`src/rtl/fp_round_pack.sv`:
```
// fp_round_pack: final section of the FP multiplier.
// Normalises the raw mantissa product, rounds to nearest-even, resolves the special
// operand cases and packs the IEEE-754 result. Two pipeline stages with a
// valid/ready handshake; both stages can load and drain in the same cycle.
module fp_round_pack #(
  parameter int DW   = 16,
  parameter int EXP  = 5,
  parameter int MANT = 10
) (
  input  logic                clk,
  input  logic                rst_n,
  input  logic                in_valid,
  output logic                in_ready,
  input  logic                sign_in,
  input  logic [EXP+1:0]      exp_sum,
  input  logic [2*MANT+1:0]   mant_prod,
  input  logic [2:0]          spe_case_a,
  input  logic [2:0]          spe_case_b,
  output logic                out_valid,
  input  logic                out_ready,
  output logic [DW-1:0]       result,
  output logic [3:0]          flags
);

  localparam int PW = 2*MANT+2;          // product width
  localparam int EW = EXP+3;             // internal signed exponent width
  localparam int LW = $clog2(PW+1);      // leading-zero count width
  localparam int SW = $clog2(MANT+3);    // denormalising shift width
  localparam int XW = 3*MANT+3;          // normalised mantissa plus shift-out room
  localparam int GW = EW+MANT;           // {exponent, fraction} rounding adder width

  localparam logic [2:0] SPE_ZERO = 3'd2;
  localparam logic [2:0] SPE_INF  = 3'd3;
  localparam logic [2:0] SPE_NAN  = 3'd4;

  localparam logic [DW-1:0] QNAN = {1'b0, {EXP{1'b1}}, 1'b1, {(MANT-1){1'b0}}};

  localparam logic signed [EW-1:0] ZERO_E  = '0;
  localparam logic signed [EW-1:0] ONE_E   = EW'(1);
  localparam logic signed [EW-1:0] SAT_E   = EW'(-(MANT+1));
  localparam logic        [EW-1:0] EMAX    = EW'(2**EXP-1);

  // handshake
  logic s1_v;
  logic s1_load;
  logic s2_load;

  assign s2_load  = !out_valid || out_ready;
  assign s1_load  = !s1_v || s2_load;
  assign in_ready = s1_load;

  // ---------------- stage 1: normalise ----------------
  logic [LW-1:0]          lzc;
  logic                   lz_found;
  logic signed [EW-1:0]   exp_ext;
  logic signed [EW-1:0]   n_exp;
  logic [2*MANT:0]        n_mant;
  logic                   n_sticky;
  logic                   n_spec;
  logic [DW-1:0]          n_spec_res;
  logic [3:0]             n_spec_flags;

  // leading zeros counted from the integer bit position downwards
  always_comb begin
    lzc      = '0;
    lz_found = 1'b0;
    for (int unsigned i = 0; i <= 2*MANT; i++) begin
      if (!lz_found) begin
        if (mant_prod[2*MANT-i]) lz_found = 1'b1;
        else                     lzc      = lzc + LW'(1);
      end
    end
  end

  // bring the leading one to bit 2*MANT and adjust the exponent to match
  always_comb begin
    exp_ext  = {exp_sum[EXP+1], exp_sum};
    n_sticky = 1'b0;
    if (mant_prod[PW-1]) begin
      n_mant   = mant_prod[PW-1:1];
      n_sticky = mant_prod[0];
      n_exp    = exp_ext + ONE_E;
    end else begin
      n_mant   = mant_prod[2*MANT:0] << lzc;
      n_exp    = exp_ext - EW'(lzc);
    end
  end

  // special operand cases and exact-zero products bypass the arithmetic path
  always_comb begin
    n_spec       = 1'b0;
    n_spec_res   = '0;
    n_spec_flags = '0;
    if (spe_case_a == SPE_NAN || spe_case_b == SPE_NAN) begin
      n_spec     = 1'b1;
      n_spec_res = QNAN;
    end else if ((spe_case_a == SPE_INF && spe_case_b == SPE_ZERO) ||
                 (spe_case_a == SPE_ZERO && spe_case_b == SPE_INF)) begin
      n_spec       = 1'b1;
      n_spec_res   = QNAN;
      n_spec_flags = 4'b1000;
    end else if (spe_case_a == SPE_INF || spe_case_b == SPE_INF) begin
      n_spec     = 1'b1;
      n_spec_res = {sign_in, {EXP{1'b1}}, {MANT{1'b0}}};
    end else if (spe_case_a == SPE_ZERO || spe_case_b == SPE_ZERO || mant_prod == '0) begin
      n_spec     = 1'b1;
      n_spec_res = {sign_in, {(DW-1){1'b0}}};
    end
  end

  logic                 s1_sign;
  logic signed [EW-1:0] s1_exp;
  logic [2*MANT:0]      s1_mant;
  logic                 s1_sticky;
  logic                 s1_spec;
  logic [DW-1:0]        s1_spec_res;
  logic [3:0]           s1_spec_flags;

  // stage 1 register: accepts a new beat whenever stage 2 can take the current one
  always_ff @(posedge clk or negedge rst_n) begin
    if (!rst_n) begin
      s1_v          <= 1'b0;
      s1_sign       <= 1'b0;
      s1_exp        <= '0;
      s1_mant       <= '0;
      s1_sticky     <= 1'b0;
      s1_spec       <= 1'b0;
      s1_spec_res   <= '0;
      s1_spec_flags <= '0;
    end else if (s1_load) begin
      s1_v <= in_valid;
      if (in_valid) begin
        s1_sign       <= sign_in;
        s1_exp        <= n_exp;
        s1_mant       <= n_mant;
        s1_sticky     <= n_sticky;
        s1_spec       <= n_spec;
        s1_spec_res   <= n_spec_res;
        s1_spec_flags <= n_spec_flags;
      end
    end
  end

  // ---------------- stage 2: round and pack ----------------
  logic              tiny;
  logic [SW-1:0]     shamt;
  logic [XW-1:0]     ext;
  logic [2*MANT:0]   mant_sh;
  logic              lost;
  logic              guard;
  logic              rnd;
  logic              stk;
  logic              inexact;
  logic              inc;
  logic [EW-1:0]     base;
  logic [GW-1:0]     sum;
  logic [EW-1:0]     fexp;
  logic [DW-1:0]     r_res;
  logic [3:0]        r_flags;

  // Denormalise tiny results, then add the rounding increment to the packed
  // {exponent-1, 1.fraction} so that a fraction carry ripples into the exponent.
  always_comb begin
    tiny  = (s1_exp <= ZERO_E);
    shamt = '0;
    if (tiny) begin
      if (s1_exp <= SAT_E) shamt = SW'(MANT+2);
      else                 shamt = SW'(ONE_E - s1_exp);
    end
    ext     = {s1_mant, {(MANT+2){1'b0}}} >> shamt;
    mant_sh = ext[XW-1:MANT+2];
    lost    = |ext[MANT+1:0];
    guard   = mant_sh[MANT-1];
    rnd     = mant_sh[MANT-2];
    stk     = (|mant_sh[MANT-3:0]) | lost | s1_sticky;
    inexact = guard | rnd | stk;
    inc     = guard & (rnd | stk | mant_sh[MANT]);
    base    = tiny ? '0 : EW'(s1_exp - ONE_E);
    sum     = {base, {MANT{1'b0}}} + GW'(mant_sh[2*MANT:MANT]) + GW'(inc);
    fexp    = sum[GW-1:MANT];
    if (s1_spec) begin
      r_res   = s1_spec_res;
      r_flags = s1_spec_flags;
    end else if (fexp >= EMAX) begin
      r_res   = {s1_sign, {EXP{1'b1}}, {MANT{1'b0}}};
      r_flags = 4'b0101;
    end else begin
      r_res   = {s1_sign, sum[EXP+MANT-1:0]};
      r_flags = {1'b0, 1'b0, tiny & inexact, inexact};
    end
  end

  // output register: holds the result while the consumer stalls
  always_ff @(posedge clk or negedge rst_n) begin
    if (!rst_n) begin
      out_valid <= 1'b0;
      result    <= '0;
      flags     <= '0;
    end else if (s2_load) begin
      out_valid <= s1_v;
      if (s1_v) begin
        result <= r_res;
        flags  <= r_flags;
      end
    end
  end

endmodule

```
`config.mk`:
```
export PLATFORM = sky130hd
export DESIGN_NAME = fp_round_pack
export DESIGN_NICKNAME = d
export VERILOG_FILES = /design/src/rtl/fp_round_pack.sv
export SDC_FILE = /design/constraint.sdc
export NUM_CORES = 1
export LEC_CHECK = 0
export ABC_AREA = 1
export CAP_MARGIN = 40
export CORE_UTILIZATION = 40
export CTS_BUF_LIST = sky130_fd_sc_hd__clkbuf_4 sky130_fd_sc_hd__clkbuf_8 sky130_fd_sc_hd__clkbuf_16
export DETAILED_ROUTE_END_ITERATION = 8
export SYNTH_ARGS = -nofsm -noshare
export SYNTH_HDL_FRONTEND = slang
export SYNTH_SLANG_ARGS = --single-unit
```
`constraint.sdc`:
```
create_clock -name clk -period 14.5 [get_ports clk]
set_input_delay 2.9 -clock clk [delete_from_list [all_inputs] [get_ports clk]]
set_output_delay 2.9 -clock clk [all_outputs]
set_load 0.1 [all_outputs]
```
==> results of run 1 <==
==> sequential cells by signal (all words and copies together), names as in the netlist, 3 cells and up <==
register	count
s1_mant	21
flags	4
s1_exp	8
result	16
s1_spec_res	3
==> layout by cell type, fill, tap and decap left out, types with 10 or more instances in the layout <==
cell / Yosys / routed
sky130_fd_sc_hd__inv_1: 187 / 178
sky130_fd_sc_hd__o21ai_1: 24 / 23
sky130_fd_sc_hd__nand2_1: 368 / 362
sky130_fd_sc_hd__nor2_4: 12 / 12
sky130_fd_sc_hd__o21ai_0: 82 / 77
sky130_fd_sc_hd__inv_2: 17 / 26
sky130_fd_sc_hd__nand2_2: 31 / 36
sky130_fd_sc_hd__nand4_1: 36 / 36
sky130_fd_sc_hd__clkdlybuf4s50_1: 0 / 56
sky130_fd_sc_hd__a21oi_2: 8 / 14
sky130_fd_sc_hd__nand3_1: 100 / 100
sky130_fd_sc_hd__buf_8: 0 / 22
sky130_fd_sc_hd__dfrtp_1: 58 / 58
sky130_fd_sc_hd__xor2_1: 14 / 14
sky130_fd_sc_hd__nor2_1: 112 / 111
sky130_fd_sc_hd__buf_4: 7 / 93
sky130_fd_sc_hd__ha_1: 34 / 24
sky130_fd_sc_hd__a21oi_1: 55 / 49
sky130_fd_sc_hd__ha_4: 0 / 10
sky130_fd_sc_hd__nor3_1: 12 / 12
==> timing repair <==
item                                    CTS  global route
gates cloned                              0             0
pin swaps                                17            46
endpoints found under the setup margin    4             9
buffers inserted                         16             6
resized for setup                        12            45
==> metrics by stage <==
stage	util [%]	power [mW]	hold WS (ns)	cell area, sq um	setup TNS [ns]
finish	54.0	1.16	0.475	9840	0
global route	54.0	1.24	0.494	9840	-0.136
CTS	52.8	1.16	0.477	9620	0
detailed placement	50.2	0.911	0.462	9150	-3.10
global placement	48.4	0.829	0.461	8810	-1.59
floorplan	-	0.674	0.444	7560	0
==> power breakdown <==
group	internal [mW]	switching [mW]
Combinational	0.251	0.442
Clock	0.161	0.0726
Sequential	0.204	0.0295
Total	0.616	0.544
==> final timing paths <==
path / slack, ns / to / from / depth (start not counted)
max reg2reg: 8.47 / result[12] / s1_exp[1] / 33
max: 0.58 / s1_exp[3] / mant_prod[19] / 87
min in group asynchronous: 2.70 / s1_exp[6] / rst_n / 2
max in group asynchronous: 11.29 / flags[1] / rst_n / 2
min: 0.47 / s1_sign / s1_sign / 2
min reg2reg: 0.47 / s1_sign / s1_sign / 2
==> cell families after synthesis <==
kind of cell               count (synthesis)
buffers and inverters                    241
adders and majority gates                 35
xor gates and xnor gates                  16
AOI/OAI and AO/OA                        207
DFF                                       58
muxes                                      2
and+or+nand+nor                          720
==> per-layer routing <==
layer  part of all wire [%]  vias up
li1                       -     4432
met1                     45     3684
met2                     50      100
met3                    2.1       28
met4                    2.3        0
met5                      0        -
==> cell type report <==
type	instances	share of cell area, %
multi-input combinational	980	54.5
timing repair buffer	176	16.5
sequential	58	14.8
inverter	208	7.98
tap	229	2.91
clock buffer	12	2.65
clock inverter	4	0.750
==> worst max-delay path, delay by kind of cell <==
kind | cells | cell delay [ns]
fa+ha+maj | 20 | 5.01
buf+inv | 28 | 2.23
compound gates | 20 | 2.13
simple gates | 19 | 1.85
==> results.txt, run 1 <==
----------------------------------------------------
[Placement]
  Inst Count DP ... 1629
  Buffers on Ports ... between 60 and 70
  Placement Setup Slack ... -0.921 ns
  Placer's final routability congestion estimate ... around 0.88
  DPL Wire Length ... about 17 mm

[Worst setup path]
  Worst-path fanout max ... 3
  Most common cell type on the critical path ... sky130_fd_sc_hd__ha_1
  Startpoint class of the critical path ... input port
  Worst EP required ... approximately 15 ns
  Data arrival time of the critical path ... around 14 ns
  Critical path class ... input port to register
  Nature of the critical path endpoint ... register
  Library cell contributing the largest single delay on the critical path ... sky130_fd_sc_hd__ha_1
  Longest individual stage delay on the worst path ... around 0.30 ns

[Layout]
  Layout cell share with drive strength beyond 1 ... 19.7%
  Number of diodes added for antenna fixing ... 0
  Synth-to-layout area growth ... 30.4%
  Final instance count without filler cells ... between 1500 and 2000
  Seq. cell area ... 1450 sq um
  Post-layout net count ... about 1500
  Total area of multi-input combinational cells ... about 5400 sq um
  Filler Cells Inserted ... approximately 1900

[Clock tree]
  Number of H-tree levels ... 3
  TritonCTS clock tree ... yes
  Clock transition at path regs ... around 0.05 ns
  Clock network latency to the later pin of the worst-skew pair ... 0.33 ns
  Number of buffers inserted for hold repair after clock tree synthesis ... 0
  Number of buffers between clock root and the deepest sink ... 2
  Total clock buffers created by CTS ... 9
  Number of sinks driven by the clock tree ... 58
  Cell at the root of the clock tree ... sky130_fd_sc_hd__clkbuf_16

[Synth]
  Cell area after synthesis ... ~7500 sq um
  Post-synth top area cell ... sky130_fd_sc_hd__dfrtp_1
  Main combinational cell family by area after synthesis ... simple AND/OR/NAND/NOR gates
  Yosys top cell area share ... around a fifth
  Post-synth EDFFs ... 0
  Gate count of the mapped netlist ... ~1300
  Post-synth cell types ... 52
  Number of flip-flops and latches in the synthesized netlist ... between 50 and 60
  Post-synthesis net count ... roughly 1400
  Syn_area_per_cell ... 5.90 sq um
  Complex-gate fraction of the synthesized area ... around 16%
  Simple-gate share of the synthesized area ... 44.5%
  Adder and majority cell fraction of the synthesized area ... 5.90%
  Leading register cell type out of synthesis ... sky130_fd_sc_hd__dfrtp_1
  Dominant cell by count in the synthesized netlist ... sky130_fd_sc_hd__nand2_1
  XOR/XNOR Fraction of Synth Area ... under 10%
  Portion of the post-synthesis area used by sequential elements ... about a fifth
  Top cells by count, synth ... 368 x sky130_fd_sc_hd__nand2_1, 187 x sky130_fd_sc_hd__inv_1, 112 x sky130_fd_sc_hd__nor2_1, 100 x sky130_fd_sc_hd__nand3_1, 82 x sky130_fd_sc_hd__o21ai_0
  Yosys synthesis warning count ... 0
  Fraction of synthesis flops using an asynchronous set or reset pin ... 100%
  Mux share of post-synthesis cell area ... less than 1%
  Dominant cells by area after synthesis ... sky130_fd_sc_hd__dfrtp_1 19%, sky130_fd_sc_hd__nand2_1 18%, sky130_fd_sc_hd__inv_1 9.3%

[GRT]
  GRT Util Overall ... 22.7%
  Largest net degree at the start of global routing ... 59
  Met3 track demand over resource in global routing ... 1.72%
  Number of antenna violations at the first check in global routing ... 0
  Global-route wire length before repair ... ~36 mm
  Layer carrying the most global-route usage ... met2
  Global-route congestion overflow total ... 0
  Number of global-route vias before repair ... roughly 8000
  Grt met1 use ... about 27%
  Met2 GRT Util ... between 40 and 50%

[STA]
  Maximum clock skew at final layout ... around 0.0047 ns
  Number of failing hold endpoints at the final stage ... 0
  Crit path setup slack, layout ... 0.580 ns
  Achievable Freq ... 71.8 MHz
  Max-slew violation total from the final report ... 0
  Max-Slew Margin vs Limit ... between 40% and 50%
  Final setup fails ... 0
  Slew at the pin closest to its max-slew limit ... approximately 0.77 ns
  Final worst-path cycle share ... slightly below 100%
  Clock period minus final worst setup slack ... approximately 14 ns

[Route]
  Starting DRT DRC Count ... about 380
  Antenna-violating nets left ... 0
  Overall via count from detail_route ... about 8200
  Drt pass-1 iters ... 5
  Routed length per placed instance ... ~13 um
  Post-detailed-route DRC marker count ... 0
  Drt via density ... 4.95
  Wirelength, routed ... roughly 21 mm

[Floorplanning]
  Floorplan Core Area ... between 15000 and 20000 sq um
  DIE HEIGHT ... 139 um
  Initial core utilization ... approximately two fifths
  Number of ports placed on the die boundary ... between 60 and 70
  Die ar. ... between 15000 and 20000 sq um
  Std cell rows ... between 40 and 50
  Die W ... approximately 140 um

[Power and ir drop]
  LEAKAGE ... 5.05 nW
  Max IR drop VDD ... 0.0740 mV
  Power per unit of standard cell area ... 118 nW/um^2

[Run status]
  Status ... completed

[Run]
  Maximum Capacitance Violations ... 0

[Min path]
  Worst min path class ... register to register

----------------------------------------------------
No activity file was read; power rests on OpenSTA's default activity.
==> run 2: changes to the inputs <==
==> constraint.sdc (replaced) <==
create_clock -name clk -period 11.7 [get_ports clk]
set_input_delay 2.34 -clock clk [delete_from_list [all_inputs] [get_ports clk]]
set_output_delay 2.34 -clock clk [all_outputs]
set_load 0.1 [all_outputs]
==> run 2 against run 1 <==
The flow now finishes with violations (setup timing). Total power is 29% higher. Worst setup slack worse by 2.3 ns. Clock power is 20% higher. Non-clock buffer count is 139 higher. Final cell count is 8.3% higher. Critical path type unchanged. Largest power group unchanged. Highest routed layer unchanged.
==> results.txt, run 2 (synthesis results as in run 1) <==
----------------------------------------------------
[Run status]
  Status ... finished with violations
  Violated checks ... setup timing

[Min path]
  Worst min path class ... register to register
  Number of cells on the worst hold path ... 2 (unchanged)

[Placement]
  Placer's final routability congestion estimate ... 0.899 (+1.6%)
  Placement Setup Slack ... -2.50 ns (-1.57 ns)
  Cell area after placement ... 9760 sq um (+6.7%)
  Inst Count DP ... 1698 (+4.2%)
  DPL Wire Length ... 17.8 mm (+3.3%)
  Buffers on Ports ... 61 (unchanged)

[STA]
  Max-Slew Margin vs Limit ... 44.2% (-4.3 points)
  Max-slew violation total from the final report ... 0 (unchanged)
  Final setup fails ... 28 (+28)
  Crit path setup slack, layout ... -1.74 ns (-2.32 ns)
  Achievable Freq ... 74.4 MHz
  Slew at the pin closest to its max-slew limit ... 0.835 ns (+0.0649 ns)
  Clock period minus final worst setup slack ... roughly 13 ns
  Final worst-path cycle share ... 115%
  Worst hold-check slack ... 0.476 ns (+0.000796 ns)
  RSZ-0062 raised after global routing ... true
  Number of failing hold endpoints at the final stage ... 0 (unchanged)
  Total Neg Setup Slack ... -28.12 ns (-28.12 ns)
  Maximum clock skew at final layout ... 0.00878 ns (+0.00411 ns)

[Power and ir drop]
  Max IR drop VDD ... 0.0897 mV (+21%)
  Internal ... 794 uW (+29%)
  Power Total ... 1.50 mW (+29%)
  Share of power burned in the clock network ... 18.7% (-1.5 points)
  Power per unit of standard cell area ... 130 nW/um^2 (+9.8%)
  Power dissipated by switching net loads ... 704 uW (+29%)
  Sequential cell fraction of total power ... 19.2% (-0.9 points)
  Part of the total power dissipated in combinational logic ... 62.1% (+2.4 points)
  LEAKAGE ... 5.83 nW (+15%)
  Switching Share ... 47.0% (+0.082 points)

[Floorplanning]
  DIE HEIGHT ... 139 um (unchanged)
  Floorplan Core Area ... 18200 sq um (unchanged)
  Number of ports placed on the die boundary ... 62 (unchanged)
  Die ar. ... 19400 sq um (unchanged)
  Std cell rows ... 49 (unchanged)
  Initial core utilization ... 41.4% (unchanged)
  Die W ... 139 um (unchanged)

[Layout]
  Number of diodes added for antenna fixing ... 0 (unchanged)
  Post-route design area ... 11600 sq um (+18%)
  Largest register FFs ... 21 (unchanged)
  Layout cell share with drive strength beyond 1 ... 33.6% (+14 points)
  Post-layout utilization of the core ... 63.5% (+9.5 points)
  Largest registers ... s1_mant: 21 flops, result: 16 flops, s1_exp: 8 flops
  Top reg by flops ... s1_mant
  Top library cells by usage in the layout, fill and taps aside ... 321 x sky130_fd_sc_hd__nand2_1, 203 x sky130_fd_sc_hd__buf_4, 164 x sky130_fd_sc_hd__inv_1
  Synth-to-layout area growth ... 53.3%
  Final instance count without filler cells ... 1805 (+8.3%)
  Most common cell after layout, fill and taps aside ... sky130_fd_sc_hd__nand2_1
  Post-layout net count ... 1647 (+9.2%)

[Clock tree]
  Number of sinks driven by the clock tree ... 58 (unchanged)
  Number of buffers between clock root and the deepest sink ... 2 (unchanged)
  Number of buffers inserted for hold repair after clock tree synthesis ... 0 (unchanged)
  TritonCTS clock tree ... yes
  Clock network latency to the later pin of the worst-skew pair ... 0.33 ns (about the same)
  Number of H-tree levels ... 3 (unchanged)
  Clock transition at path regs ... 0.05 ns (about the same)
  Cell at the root of the clock tree ... sky130_fd_sc_hd__clkbuf_16
  Total clock buffers created by CTS ... 9 (unchanged)

[Route]
  Drt via density ... 5.10 (+3.1%)
  Antenna-violating nets left ... 0 (unchanged)
  Routed length per placed instance ... 13.7 um (+6.3%)
  Post-detailed-route DRC marker count ... 0 (unchanged)
  Drt pass-1 iters ... 5 (unchanged)
  Wirelength, routed ... 24.7 mm (+15%)
  Starting DRT DRC Count ... 455 (+21%)
  Overall via count from detail_route ... 9199 (+12%)

[Run]
  Maximum Capacitance Violations ... 0 (unchanged)

[GRT]
  Number of global-route vias before repair ... 8721 (+11%)
  Largest net degree at the start of global routing ... 59 (unchanged)
  GRT Util Overall ... 25.1% (+2.3 points)
  Global-route congestion overflow total ... 0 (unchanged)
  Number of antenna violations at the first check in global routing ... 0 (unchanged)
  Global-route wire length before repair ... 40.0 mm (+10%)

[Worst setup path]
  Worst-path fanout max ... 3 (unchanged)
  Longest individual stage delay on the worst path ... 0.32 ns (+0.02 ns)
  Critical path class ... input port to register
  Worst EP required ... 11.92 ns (-2.81 ns)
  Library cell contributing the largest single delay on the critical path ... sky130_fd_sc_hd__ha_1
  Most common cell type on the critical path ... sky130_fd_sc_hd__ha_4
  Nature of the critical path endpoint ... register
  Startpoint class of the critical path ... input port
  Worst reg-to-reg path cell count ... 33 (unchanged)
  Data arrival time of the critical path ... 13.66 ns (-0.49 ns)

----------------------------------------------------
## run 2: cell count changes in the layout (fill, tap and decap cells not counted), moves of 6 or more
cell	before	now
sky130_fd_sc_hd__nand2_2	36	69
sky130_fd_sc_hd__nand3_2	8	23
sky130_fd_sc_hd__a21oi_1	49	43
sky130_fd_sc_hd__nand2_1	362	321
sky130_fd_sc_hd__inv_1	178	164
sky130_fd_sc_hd__o21ai_4	2	8
sky130_fd_sc_hd__nand3_1	100	83
sky130_fd_sc_hd__nor2_2	6	13
sky130_fd_sc_hd__buf_4	93	203
sky130_fd_sc_hd__nand2_4	9	17
sky130_fd_sc_hd__buf_6	0	21
sky130_fd_sc_hd__nor2_1	111	100
sky130_fd_sc_hd__inv_2	26	37
## run 2: timing repair
action,in CTS,in global routing
cloned,2,1
resized for setup,55,142
pin swaps,42,112
setup endpoints to repair,28,28
buffers inserted,67,26
## run 2: critical path: cells and delay by family
kind | cells | cell delay [ns]
compound gates | 22 | 2.74
xor+xnor | 1 | 0.19
buf+inv | 18 | 1.15
fa+ha+maj | 20 | 4.83
simple gates | 24 | 2.42
## run 2: final timing paths
path	start	to	slack (ns)
worst max-delay path	mant_prod[19]	s1_exp[7]	-1.74
worst min-delay path	s1_mant[19]	s1_mant[19]	0.48
worst max register to register	s1_exp[0]	result[11]	5.61
worst min register to register	s1_mant[19]	s1_mant[19]	0.48
max in group asynchronous	rst_n	s1_mant[0]	9.06
min in group asynchronous	rst_n	result[1]	2.15
## run 2: routing by layer
layer	wire (um)	vias to the layer above	part of all wire [%]	global-route usage, %
met3	669	77	2.7	1.93
met5	0	-	0	0
li1	-	4718	-	-
met2	12500	227	51	46.9
met4	1050	0	4.2	12.4
met1	10500	4177	42	28.6
## run 2: cell type report
type	count	area, sq um
Tap cell	229	287
Clock buffer	10	239
Inverter	208	793
Fill cell	1647	6640
Multi-Input combinational cell	980	5870
Sequential cell	58	1450
Clock inverter	5	78.8
Timing Repair Buffer	315	2840
## run 2: power by group through the flow
stage | registers [mW] | clock network [mW] | logic (mW)
after floorplan | 0.489 | 0 | 0.353
after global placement | 0.288 | 0 | 0.748
after detailed placement | 0.291 | 0 | 0.852
after CTS | 0.288 | 0.284 | 0.888
after global routing | 0.294 | 0.292 | 1.01
final | 0.287 | 0.280 | 0.931
==> run 3: changes to the inputs <==
--- a/config.mk
+++ b/config.mk
@@ -10,6 +10,7 @@
 export CORE_UTILIZATION = 40
 export CTS_BUF_LIST = sky130_fd_sc_hd__clkbuf_4 sky130_fd_sc_hd__clkbuf_8 sky130_fd_sc_hd__clkbuf_16
 export DETAILED_ROUTE_END_ITERATION = 8
+export PLACE_DENSITY = 0.7
 export SYNTH_ARGS = -nofsm -noshare
 export SYNTH_HDL_FRONTEND = slang
 export SYNTH_SLANG_ARGS = --single-unit
==> run 3 against run 2 <==
The flow finishes with violations (DRC, setup timing). First-iteration DRC count fell by 4.8%. Sequential share of layout area increased by 0.73 points. Non-clock buffer count decreased by 49. Count of clock-buffer cells in the layout rose by 3. Combinational power down 4.0%. Sequential cell count unchanged. Sequential power about the same. Die area is the same. Core utilization is 3.5 points lower. Register-to-register slack improved by 0.15 ns. Worst hold slack improved by 0.0012 ns. Clock skew about the same. Critical path type unchanged. Highest routed layer unchanged.
==> results.txt, run 3 (synthesis results as in run 1) <==
----------------------------------------------------
[Clock tree]
  Number of buffers between clock root and the deepest sink ... 2 (unchanged)
  Number of sinks driven by the clock tree ... 58 (unchanged)
  Cell at the root of the clock tree ... sky130_fd_sc_hd__clkbuf_16
  Clock network latency to the later pin of the worst-skew pair ... 0.33 ns (about the same)
  Number of H-tree levels ... 3 (unchanged)
  Total clock buffers created by CTS ... 9 (unchanged)
  Clock transition at path regs ... 0.05 ns (about the same)
  TritonCTS clock tree ... yes

[STA]
  Final worst-path cycle share ... 113% (-1.9 points)
  Max-slew violation total from the final report ... 0 (unchanged)
  Maximum clock skew at final layout ... 0.00859 ns (-0.000194 ns)
  Number of failing hold endpoints at the final stage ... 0 (unchanged)
  Clock period minus final worst setup slack ... 13.22 ns (-0.218 ns)
  Crit path setup slack, layout ... -1.52 ns (+0.218 ns)
  Max-Slew Margin vs Limit ... 42.6% (-1.6 points)
  Slew at the pin closest to its max-slew limit ... 0.858 ns (+0.0222 ns)
  Final setup fails ... 28 (unchanged)
  Achievable Freq ... 75.6 MHz (+1.6%)
  Worst hold-check slack ... 0.477 ns (+0.00124 ns)
  RSZ-0062 raised after global routing ... true

[Layout]
  Layout cell share with drive strength beyond 1 ... 29.2% (-4.4 points)
  Post-layout net count ... 1598 (-3.0%)
  Most common cell after layout, fill and taps aside ... sky130_fd_sc_hd__nand2_1
  Top library cells by usage in the layout, fill and taps aside ... 337 x sky130_fd_sc_hd__nand2_1, 169 x sky130_fd_sc_hd__inv_1, 168 x sky130_fd_sc_hd__buf_4
  Number of diodes added for antenna fixing ... 0 (unchanged)
  Top reg by flops ... s1_mant
  Synth-to-layout area growth ... 44.9%
  Largest register FFs ... 21 (unchanged)
  Largest registers ... s1_mant: 21 flops, result: 16 flops, s1_exp: 8 flops
  Filler Cells Inserted ... 1651 (+0.24%)

[Worst setup path]
  Most common cell type on the critical path ... sky130_fd_sc_hd__ha_4
  Critical path class ... input port to register
  Longest individual stage delay on the worst path ... 0.33 ns (about the same)
  Startpoint class of the critical path ... input port
  Data arrival time of the critical path ... 13.43 ns (-0.23 ns)
  Critical Path Start ... mant_prod[19]
  Worst-path fanout max ... 3 (unchanged)
  Nature of the critical path endpoint ... register
  Library cell contributing the largest single delay on the critical path ... sky130_fd_sc_hd__ha_1
  Origin of the critical flop-to-flop path ... s1_exp[1]
  Worst reg-to-reg path cell count ... 33 (unchanged)
  Worst EP required ... 11.91 ns (about the same)

[Route]
  Drt via density ... 5.08 (-0.31%)
  Routed length per placed instance ... 13.1 um (-4.3%)
  Overall via count from detail_route ... 8927 (-3.0%)
  Antenna-violating nets left ... 0 (unchanged)
  Drt pass-1 iters ... 6 (+1)
  Post-detailed-route DRC marker count ... 1 (+1)
  Starting DRT DRC Count ... 433 (-4.8%)
  Wirelength, routed ... 23.0 mm (-6.8%)

[Placement]
  Placer's final routability congestion estimate ... 0.927 (+3.2%)
  Buffers on Ports ... 61 (unchanged)
  DPL Wire Length ... 17.6 mm (-1.2%)
  Placement Setup Slack ... -2.58 ns (-0.0860 ns)

[GRT]
  Global-route congestion overflow total ... 0 (unchanged)
  GRT Util Overall ... 23.7% (-1.4 points)
  Number of global-route vias before repair ... 8492 (-2.6%)
  Number of antenna violations at the first check in global routing ... 0 (unchanged)
  Largest net degree at the start of global routing ... 59 (unchanged)
  Global-route wire length before repair ... 38.2 mm (-4.5%)

[Min path]
  Number of cells on the worst hold path ... 2 (unchanged)
  Worst hold start ... flags[2]
  Worst min path class ... register to register

[Floorplanning]
  Number of ports placed on the die boundary ... 62 (unchanged)
  Initial core utilization ... 41.4% (unchanged)
  Die ar. ... 19400 sq um (unchanged)
  Die W ... 139 um (unchanged)
  DIE HEIGHT ... 139 um (unchanged)
  Std cell rows ... 49 (unchanged)
  Floorplan Core Area ... 18200 sq um (unchanged)

[Power and ir drop]
  Power per unit of standard cell area ... 133 nW/um^2 (+3.1%)
  LEAKAGE ... 5.54 nW (-5.1%)
  Max IR drop VDD ... 0.0794 mV (-11%)

[Run]
  Maximum Capacitance Violations ... 0 (unchanged)

[Run status]
  Violated checks ... DRC, setup timing
  Status ... finished with violations

----------------------------------------------------
[run 3: cell types whose count changed in the layout (fill, tap and decap cells not counted), moves of 4 or more]
cell	previous run	this run
sky130_fd_sc_hd__buf_4	203	168
sky130_fd_sc_hd__nand2_1	321	337
sky130_fd_sc_hd__buf_6	21	10
sky130_fd_sc_hd__nand2_2	69	58
sky130_fd_sc_hd__o21ai_1	19	25
sky130_fd_sc_hd__a21oi_1	43	48
sky130_fd_sc_hd__a21oi_2	19	14
sky130_fd_sc_hd__inv_1	164	169
sky130_fd_sc_hd__inv_2	37	32
sky130_fd_sc_hd__nand2_4	17	12
sky130_fd_sc_hd__nand3_1	83	87
sky130_fd_sc_hd__o21ai_4	8	4
[run 3: path summary, 6_finish.rpt]
path	slack (ns)	end
max reg2reg	5.76	result[12]
max	-1.52	s1_exp[7]
min reg2reg	0.48	flags[2]
max in group asynchronous	9.07	s1_mant[16]
min in group asynchronous	2.15	result[1]
min	0.48	flags[2]
[run 3: critical path, delay by kind of cell]
kind,cells,cell delay (ns)
fa+ha+maj,19,4.41
compound gates,22,2.63
simple gates,24,2.40
buf+inv,19,1.46
xor+xnor,1,0.19
[run 3: per-layer routing]
layer	GRT usage, %	up-vias	wire (um)
met1	28.7	4092	10100
met5	0	-	0
met4	7.60	0	522
li1	-	4626	-
met3	1.79	39	665
met2	44.1	170	11700
[run 3: layout make-up]
type                            count  area (sq um)  area share [%]
Inverter                          208           795            7.27
Clock inverter                      3          45.0           0.412
Tap cell                          229           287            2.62
Timing Repair Buffer              266          2410            22.0
Sequential cell                    58          1450            13.3
Clock buffer                       13           280            2.56
Multi-Input combinational cell    980          5670            51.9
[run 3: per-stage QoR]
stage | instances | util, % | area, sq um | power [mW] | TNS [ns]
floorplan | 1279 | - | 7670 | 0.842 | -10.01
global placement | 1663 | 51.2 | 9330 | 1.03 | -37.19
detailed placement | 1686 | 53.1 | 9660 | 1.14 | -47.36
CTS | 1745 | 58.0 | 10600 | 1.44 | -24.82
global route | 1757 | 60.0 | 10900 | 1.56 | -33.27
finish | 1757 | 60.0 | 10900 | 1.46 | -18.99
[run 3: timing repair]
| action | in CTS | in global routing |
|---|---|---|
| hold buffers | 0 | 0 |
| resized for setup | 69 | 69 |
| endpoints found under the setup margin | 28 | 28 |
| setup buffers | 42 | 18 |
| pin swaps | 71 | 83 |
| cloned | 1 | 0 |
[run 3: power breakdown]
part           internal (mW)  total (mW)  leakage, nW  switching [mW]
Combinational          0.331       0.894         4.68           0.562
Clock                  0.188       0.278        0.154          0.0902
Sequential             0.252       0.288        0.702          0.0353
